[src/rtl/alu_pkg.sv]
// Shared definitions for the 8-bit ALU sequencer: opcodes, FSM states, op-class helpers.
package alu_pkg;

    localparam int ALU_W = 8;

    // Arithmetic / logic class (op[4] = 0)
    localparam logic [4:0] ALU_OP_ADD = 5'b00000;
    localparam logic [4:0] ALU_OP_SUB = 5'b00001;
    localparam logic [4:0] ALU_OP_ADC = 5'b00010;
    localparam logic [4:0] ALU_OP_SBC = 5'b00011;
    localparam logic [4:0] ALU_OP_AND = 5'b00100;
    localparam logic [4:0] ALU_OP_OR  = 5'b00101;
    localparam logic [4:0] ALU_OP_XOR = 5'b00110;
    localparam logic [4:0] ALU_OP_NOT = 5'b00111;
    localparam logic [4:0] ALU_OP_INC = 5'b01000;
    localparam logic [4:0] ALU_OP_DEC = 5'b01001;
    localparam logic [4:0] ALU_OP_CMP = 5'b01010;
    localparam logic [4:0] ALU_OP_TST = 5'b01011;

    // Shift / rotate class (op[4:3] = 10); op[2:0] selects the one-bit step
    localparam logic [4:0] ALU_OP_SHL = 5'b10000;
    localparam logic [4:0] ALU_OP_SAL = 5'b10001;
    localparam logic [4:0] ALU_OP_SHR = 5'b10010;
    localparam logic [4:0] ALU_OP_SAR = 5'b10011;
    localparam logic [4:0] ALU_OP_ROL = 5'b10100;
    localparam logic [4:0] ALU_OP_ROR = 5'b10101;
    localparam logic [4:0] ALU_OP_RCL = 5'b10110;
    localparam logic [4:0] ALU_OP_RCR = 5'b10111;

    typedef enum logic [1:0] {
        ST_IDLE  = 2'd0,
        ST_EXEC  = 2'd1,
        ST_SHIFT = 2'd2,
        ST_RESP  = 2'd3
    } state_t;

    // 11xxx is illegal, so the shift class is exactly 10xxx.
    function automatic logic is_shift(input logic [4:0] op);
        return (op[4:3] == 2'b10);
    endfunction

    // Illegal: 011xx and 11xxx.
    function automatic logic is_legal(input logic [4:0] op);
        return op[4] ? ~op[3] : ~(op[3] & op[2]);
    endfunction

endpackage

[src/rtl/alu_shift1.sv]
// Combinational single-bit shift/rotate step, applied once per SHIFT cycle.
module alu_shift1
    import alu_pkg::*;
#(
    parameter int WIDTH = 8
) (
    input  logic [WIDTH-1:0] value_in,
    input  logic             c_in,
    input  logic [2:0]       op,
    output logic [WIDTH-1:0] value_out,
    output logic             c_out
);

    // Select the one-bit step for the shift/rotate flavour in op[2:0]
    always_comb begin
        value_out = value_in;
        c_out     = c_in;
        case (op)
            3'b000, 3'b001: begin  // SHL / SAL
                value_out = {value_in[WIDTH-2:0], 1'b0};
                c_out     = value_in[WIDTH-1];
            end
            3'b010: begin          // SHR
                value_out = {1'b0, value_in[WIDTH-1:1]};
                c_out     = value_in[0];
            end
            3'b011: begin          // SAR
                value_out = {value_in[WIDTH-1], value_in[WIDTH-1:1]};
                c_out     = value_in[0];
            end
            3'b100: begin          // ROL
                value_out = {value_in[WIDTH-2:0], value_in[WIDTH-1]};
                c_out     = value_in[WIDTH-1];
            end
            3'b101: begin          // ROR
                value_out = {value_in[0], value_in[WIDTH-1:1]};
                c_out     = value_in[0];
            end
            3'b110: begin          // RCL: 9-bit rotate through carry
                value_out = {value_in[WIDTH-2:0], c_in};
                c_out     = value_in[WIDTH-1];
            end
            default: begin         // RCR
                value_out = {c_in, value_in[WIDTH-1:1]};
                c_out     = value_in[0];
            end
        endcase
    end

endmodule

[src/rtl/alu_seq.sv]
// ALU sequencer: request handshake, single-cycle arith/logic, bit-serial shifts,
// C/Z/S flag ownership and a held response channel.
module alu_seq
    import alu_pkg::*;
#(
    parameter int WIDTH = 8,
    parameter int CNT_W = 3
) (
    input  logic             clk,
    input  logic             reset_n,
    input  logic             req_valid,
    output logic             req_ready,
    input  logic [4:0]       req_op,
    input  logic [WIDTH-1:0] req_a,
    input  logic [WIDTH-1:0] req_b,
    input  logic [CNT_W-1:0] req_cnt,
    output logic             resp_valid,
    input  logic             resp_ready,
    output logic [WIDTH-1:0] resp_result,
    output logic             resp_err,
    output logic             flag_c,
    output logic             flag_z,
    output logic             flag_s,
    output logic             busy
);

    localparam logic [CNT_W-1:0] CNT_ONE = CNT_W'(1);

    state_t           state;
    logic [4:0]       op_q;
    logic [WIDTH-1:0] a_q;
    logic [WIDTH-1:0] b_q;
    logic [WIDTH-1:0] work_q;
    logic [CNT_W-1:0] cnt_q;
    logic             cw_q;      // carry captured at acceptance, then the working C for shifts

    logic [WIDTH:0]   sum;
    logic [WIDTH-1:0] ex_res;
    logic [WIDTH-1:0] ex_fv;     // value Z/S are taken from (differs from result for CMP/TST)
    logic             ex_c;
    logic             ex_upd;
    logic             ex_err;

    logic [WIDTH-1:0] sh_val;
    logic             sh_c;

    assign req_ready = (state == ST_IDLE);
    assign busy      = (state != ST_IDLE);

    alu_shift1 #(.WIDTH(WIDTH)) u_shift1 (
        .value_in  (work_q),
        .c_in      (cw_q),
        .op        (op_q[2:0]),
        .value_out (sh_val),
        .c_out     (sh_c)
    );

    // Single-cycle result and flag computation for the EXEC state
    always_comb begin
        sum    = '0;
        ex_res = a_q;
        ex_fv  = a_q;
        ex_c   = cw_q;
        ex_upd = 1'b1;
        ex_err = ~is_legal(op_q);
        case (op_q)
            ALU_OP_ADD: begin
                sum    = {1'b0, a_q} + {1'b0, b_q};
                ex_res = sum[WIDTH-1:0];
                ex_c   = sum[WIDTH];
            end
            ALU_OP_SUB: begin
                sum    = {1'b0, a_q} - {1'b0, b_q};
                ex_res = sum[WIDTH-1:0];
                ex_c   = sum[WIDTH];
            end
            ALU_OP_ADC: begin
                sum    = {1'b0, a_q} + {1'b0, b_q} + {{WIDTH{1'b0}}, cw_q};
                ex_res = sum[WIDTH-1:0];
                ex_c   = sum[WIDTH];
            end
            ALU_OP_SBC: begin
                sum    = {1'b0, a_q} - {1'b0, b_q} - {{WIDTH{1'b0}}, cw_q};
                ex_res = sum[WIDTH-1:0];
                ex_c   = sum[WIDTH];
            end
            ALU_OP_AND: begin ex_res = a_q & b_q; ex_c = 1'b0; end
            ALU_OP_OR:  begin ex_res = a_q | b_q; ex_c = 1'b0; end
            ALU_OP_XOR: begin ex_res = a_q ^ b_q; ex_c = 1'b0; end
            ALU_OP_NOT: begin ex_res = ~a_q;      ex_c = 1'b0; end
            ALU_OP_INC: ex_res = b_q + WIDTH'(1);
            ALU_OP_DEC: ex_res = b_q - WIDTH'(1);
            ALU_OP_CMP: begin
                sum   = {1'b0, a_q} - {1'b0, b_q};
                ex_c  = sum[WIDTH];
                ex_fv = sum[WIDTH-1:0];
            end
            ALU_OP_TST: begin
                ex_fv = a_q & b_q;
                ex_c  = 1'b0;
            end
            ALU_OP_SHL, ALU_OP_SAL, ALU_OP_SHR, ALU_OP_SAR,
            ALU_OP_ROL, ALU_OP_ROR, ALU_OP_RCL, ALU_OP_RCR: begin
                // count of zero: pass A through, keep C, Z/S from A
            end
            default: ex_upd = 1'b0;  // illegal: flags untouched
        endcase
        if (ex_upd) begin
            ex_fv = (op_q == ALU_OP_CMP || op_q == ALU_OP_TST) ? ex_fv : ex_res;
        end
    end

    // Sequencer FSM with registered response and flag outputs
    always_ff @(posedge clk or negedge reset_n) begin
        if (!reset_n) begin
            state       <= ST_IDLE;
            op_q        <= '0;
            a_q         <= '0;
            b_q         <= '0;
            work_q      <= '0;
            cnt_q       <= '0;
            cw_q        <= 1'b0;
            resp_valid  <= 1'b0;
            resp_result <= '0;
            resp_err    <= 1'b0;
            flag_c      <= 1'b0;
            flag_z      <= 1'b0;
            flag_s      <= 1'b0;
        end else begin
            case (state)
                ST_IDLE: begin
                    if (req_valid) begin
                        op_q   <= req_op;
                        a_q    <= req_a;
                        b_q    <= req_b;
                        work_q <= req_a;
                        cnt_q  <= req_cnt;
                        cw_q   <= flag_c;
                        state  <= (is_shift(req_op) && req_cnt != '0) ? ST_SHIFT : ST_EXEC;
                    end
                end
                ST_EXEC: begin
                    resp_result <= ex_res;
                    resp_err    <= ex_err;
                    resp_valid  <= 1'b1;
                    if (ex_upd) begin
                        flag_c <= ex_c;
                        flag_z <= (ex_fv == '0);
                        flag_s <= ex_fv[WIDTH-1];
                    end
                    state <= ST_RESP;
                end
                ST_SHIFT: begin
                    work_q <= sh_val;
                    cw_q   <= sh_c;
                    cnt_q  <= cnt_q - CNT_ONE;
                    if (cnt_q == CNT_ONE) begin
                        resp_result <= sh_val;
                        resp_err    <= 1'b0;
                        resp_valid  <= 1'b1;
                        flag_c      <= sh_c;
                        flag_z      <= (sh_val == '0);
                        flag_s      <= sh_val[WIDTH-1];
                        state       <= ST_RESP;
                    end
                end
                default: begin  // ST_RESP
                    if (resp_ready) begin
                        resp_valid <= 1'b0;
                        state      <= ST_IDLE;
                    end
                end
            endcase
        end
    end

endmodule

[config.mk]
export PLATFORM = sky130hd
export DESIGN_NAME = alu_seq
export DESIGN_NICKNAME = d
export VERILOG_FILES = /design/src/rtl/alu_pkg.sv /design/src/rtl/alu_shift1.sv /design/src/rtl/alu_seq.sv
export SDC_FILE = /design/constraint.sdc
export NUM_CORES = 1
export LEC_CHECK = 0
export ABC_CLOCK_PERIOD_IN_PS = 8000
export CORE_UTILIZATION = 60
export CTS_CLUSTER_SIZE = 10
export DETAILED_ROUTE_END_ITERATION = 16
export DONT_BUFFER_PORTS = 1
export PLACE_DENSITY = 0.73
export RECOVER_POWER = 25
export SLEW_MARGIN = 20
export SYNTH_ARGS = -nofsm -noshare
export SYNTH_HDL_FRONTEND = slang
export SYNTH_SLANG_ARGS = --single-unit
[constraint.sdc]
create_clock -name clk -period 8 [get_ports clk]
set_clock_uncertainty 0.05 [all_clocks]
set_input_delay 1.2 -clock clk [delete_from_list [all_inputs] [get_ports clk]]
set_output_delay 1.2 -clock clk [all_outputs]
set_load 0.005 [all_outputs]
-- Word level (Yosys, flattened, before mapping)
Cells that the tools add are included.
W data, S select, Z words.
- output and inout bits: 15
- bits in registers: 48
- input bits: 28
- logic and storage cells: 121
- add/subtract/negate cells: 7
- equality and inequality tests: 32
- reductions and logical operators: 24
- muxes and demuxes: 36
- bitwise gates (word level): 9
- operator list (operator ; count):
    $pmux W8 S10 ; 1
    $pmux W8 S2 ; 3
    $pmux W8 S6 ; 1
    $eq A5 B5 Y1 const B ; 8
    $mux W8 ; 4
    $eq A5 B3 Y1 const B ; 4
    $eq A5 B4 Y1 const B ; 4
    $reduce_or A20 Y1 ; 1
    $logic_not A8 Y1 ; 2
    $mux W1 ; 13
    $eq A5 B2 Y1 const B ; 2
    $pmux W1 S2 ; 5
    $add A8 B8 Y9 ; 1
    $add A9 B1 Y9 ; 1
    $eq A3 B3 Y1 const B ; 3
    $reduce_and A3 Y1 ; 3
    $sub A8 B8 Y9 ; 1
    $sub A9 B1 Y9 ; 1
    $add A8 B1 Y8 const B ; 1
    $and A8 B8 Y8 ; 1
    $mux W2 ; 4
    $not A8 Y8 ; 1
    $or A8 B8 Y8 ; 1
    $sub A8 B1 Y8 const B ; 1
    27 further kinds ; 41

-- Logic depth before layout (Yosys ltp)
- word-level depth: 8
- depth in mapped cells: 13
- gate-level depth less buffers: 13

-- Modules after synthesis
From an unflattened synthesis, not the netlist that was laid out.
- cells, all modules: 555
- area, all modules: 4737.0 sq um
- modules (own cells, without submodules) (module ; sequential area each (sq um) ; cells each ; area an instance (sq um) ; instances):
    alu_seq ; 1201.2 ; 535 ; 4556.9 ; 1
    alu_shift1 ; 0.0 ; 20 ; 180.2 ; 1

-- Worst setup path after synthesis
No wires, ideal clock.
- kind: register to register
- start point: reg op_q[2]
- end point: reg flag_z
- path slack: 4.230 ns
- required time: 7.876 ns
- library setup time: 0.074 ns
- period minus slack after synthesis: 3.770 ns
- buffers on the path: 1
- arrival time: 3.646 ns
- stages on the path, launching flop included: 13
- path through: dfrtp_1 or2_1 clkbuf_1 nor3_1 ha_1 a21o_1 a21oi_1 nor4b_1 or3b_2 a21o_1 o32a_1 o41a_1 o21ai_2
- cells in the longest elaborated chain, start to end: 7
- elaborated cells between the ends (all ways): 43
- classes of those cells: eq/ne (26); mux (9); reduce/logical (8)
- ends and longest elaborated chain (item ; RTL line ; text):
    start: declaration ; alu_seq.sv:30 ; logic [4:0] op_q;
    start signal: assignment ; alu_seq.sv:133 ; op_q <= req_op;
    $eq A5 B4 Y1, or another cell as far along ; alu_seq.sv:66 ; case (op_q)
    $pmux W8 S10, or another cell as far along ; alu_seq.sv:66 ;
    $mux W8 / $mux W1 (equally long branches) ; alu_seq.sv:109, alu_seq.sv:66 ;
    $mux W8 ; alu_seq.sv:108 ; if (ex_upd) begin
    $logic_not A8 Y1 ; alu_seq.sv:148 ; flag_z <= (ex_fv == '0);
    $mux W1 ; alu_seq.sv:146 ; if (ex_upd) begin
    $pmux W1 S2 ; alu_seq.sv:130 ; case (state)
    end signal: assignment ; alu_seq.sv:148 ;
    end signal: assignment ; alu_seq.sv:162 ; flag_z <= (sh_val == '0);
    end: declaration ; alu_seq.sv:22 ; output logic flag_z,
Several ways; a longest one is shown, not always the timed one. The select of a mux whose other input is x is not followed.
A chain may end at the register's enable or synchronous reset.

-- Worst setup path after layout
- start point: reg op_q[1]
- end point: reg flag_z
The elaborated chain is that of the path after synthesis.

==> flow_summary.toml <==
[worst_setup_path]
timing.rr.start = "op_q[1]"
slowest_stage = "dfrtp_1"
path_common_cell = "a21o_1"
critPathMaxStageDelay_ns = 0.69
crit_family = "simple AND/OR/NAND/NOR gates"
crit_chain = "or2_1, nor3_2, ha_1, a21o_1, a21oi_1, nor4b_1, or3b_2, a21o_1, o32a_1, o41a_1, o21ai_2"
crit_fanout = 24
end_kind = "flip-flop"
crit_path_start_kind = "flip-flop"
reg2reg_to = "flag_z"
reg2regPathDepth = 11
crit_buf_inv = 0
crit_type = "reg -> reg"
cp.arrival_ns = 4.53
required_ns = 8.21
r2r_slack_ns = 3.68

[synthesis]
netlist.area_leader.share = 0.245
synth_nets = 672
yosysMostFrequentCell = "nand2_1"
synth-edff-count = 0
syn-instance-count = 601
ys_seq_elements = 48
synth_top_area_cell = "dfrtp_1"
ys_seq_area_frac = 0.245
synth_area_per_cell_um2 = 8.14
yosysWarnings = 0
synth_flop_cell = "dfrtp_1"
ys_async_sr_fraction = 1.00
synth.distinct_cells = 84
ys_top_cells_by_count = "60 x nand2_1, 48 x dfrtp_1, 46 x o21ai_0"
netlist_top_cells_area = "dfrtp_1 25%, ha_1 10%, mux2_2 5.3%"
synth_area_mm2 = 0.00489

[clocking]
clock-sinks = 48
cts_tree = "done"
htreeDepth = 2
insertion_delay_ns = 0.32
cts_resized = 0
cts_root_buffer = "clkbuf_8"
clk_pin_slew_worst_paths_ns = 0.10
clk_path_buf_depth = 2
cts_made_buffers = 5
postCtsSetupRepairBufs = 0
cts_hold_buf = 0

[sta]
min_period_ns = 4.32
drv_slew = 0
setup-tns-final_ns = 0
min_period_over_period = 0.540
tightest_slew_ns = 1.06
hold_ws_ns = 0.462
rsz0062_at_grt = "false"
setup_viol = 0
fmaxAchievable_mhz = 231
timing.slew.headroom = 0.289
hold_viol = 0

[layout]
fillers = 662
layout-drive-gt1-share = 0.0997
syn_to_final_growth_pct = 3.07
final_util = 0.646
nets = 652
antennaDiodeCount = 0
final_cell_area_mm2 = 0.00504

[route]
ant_nets = 0
dr.pass1.iters = 6
drt_iter0_markers = 543
avgViaCountPerCell = 6.82
vias = 4662
routedWlPerCell_um = 21.7
drc_errors = 0
drt_wl_total_um = 14900

[placed_design]
placed_area_mm2 = 0.00492
dp_hpwl_um = 11300
gp_congestion = 0.986
io_buffers = 0

[floorplanning]
core_mm2 = 0.00781
ios = 43
start_util = 0.627
die_height_um = 92.3
die_w_um = 92.3
dieArea_mm2 = 0.00852
rows = 32

[global_route]
grt_pass1_vias = 4419
grt_pass1_wl_um = 23700
antenna_found_initial = 0
grt_use_total = 0.364
grt_max_degree = 49
globalRouteOverflowTotal = 0

[worst_hold_path]
min_path_type = "reg -> reg"
holdCritStartpoint = "cnt_q[1]"
hold_end = "cnt_q[1]"
hold_depth = 2

[flow_run]
drv_cap = 0

[status]
status = "completed"
## tightest hold or removal path: stages, from the launching register on
cell and delay [ns]:
dfrtp_1 0.36, nand2_1 0.05, o21ai_0 0.07
## cells by family after synthesis
family                   share of synthesized area
AO/OA/AOI/OAI                                0.259
XOR/XNOR                                    0.0498
adder cells (fa/ha/maj)                      0.115
buffers and inverters                       0.0542
flip-flops                                   0.245
multiplexers                                0.0734
AND/OR/NAND/NOR                              0.203
## final cells by class
cell class,count,area (um2),share of cell area
clock buffer,6,82.6,0.0164
clock inverter,2,38.8,0.00769
inverter,37,139,0.0275
multi-input combinational,486,3430,0.681
sequential,48,1200,0.238
tap,102,128,0.0253
timing repair buffer,3,22.5,0.00446
## layer usage
layer / global-route usage / share of wire
met1: 0.518 / 0.44
met4: 0.113 / 0.027
met3: 0.0665 / 0.092
met2: 0.557 / 0.45
met5: 0 / 0
## state kept, by name (all words and copies together) (netlist names)
name and cells:
a_q 8, resp_valid 1, cw_q 1, cnt_q 3, resp_result 8, flag_z 1
work_q 8, flag_c 1, state 2, op_q 5, b_q 8, resp_err 1
flag_s 1
## worst max-delay path by stage
stage	cells after the start	to	startpoint
2_1_floorplan	12	flag_z	op_q[2]
3_3_place_gp	11	flag_z	op_q[1]
3_5_place_dp	11	flag_z	op_q[2]
4_1_cts	11	flag_z	op_q[2]
5_1_grt	11	flag_z	op_q[1]
6_report	11	flag_z	op_q[1]
## through the flow
stage	worst slack (ns)	instances
6_report	3.68	684
5_1_grt	3.43	684
4_1_cts	3.32	684
3_5_place_dp	3.37	676
3_3_place_gp	3.60	676
2_1_floorplan	4.23	601
## placed cells by master (no fill, tap or decap), types with 5 or more instances in the layout
| cell type | netlist | final |
|---|---|---|
| a211oi_1 | 6 | 6 |
| a21o_1 | 9 | 9 |
| a21oi_1 | 38 | 38 |
| a221oi_1 | 5 | 5 |
| and3_1 | 6 | 6 |
| clkbuf_8 | 0 | 6 |
| dfrtp_1 | 48 | 48 |
| ha_1 | 40 | 40 |
| inv_1 | 36 | 36 |
| mux2_2 | 23 | 23 |
| mux2i_1 | 10 | 10 |
| nand2_1 | 60 | 60 |
| nand2b_1 | 9 | 9 |
| nand3_1 | 12 | 12 |
| nor2_1 | 41 | 41 |
| nor2b_1 | 6 | 6 |
| nor3_1 | 23 | 22 |
| o211ai_1 | 6 | 6 |
| o21ai_0 | 46 | 46 |
| o21ai_1 | 6 | 6 |
| o31ai_1 | 10 | 10 |
| or3_1 | 6 | 6 |
| xnor2_1 | 19 | 19 |
| xor2_1 | 7 | 7 |
Power is left out: the tool's default activity adds up to more than one toggle a clock period on the data nets, which glitch-free logic cannot reach.
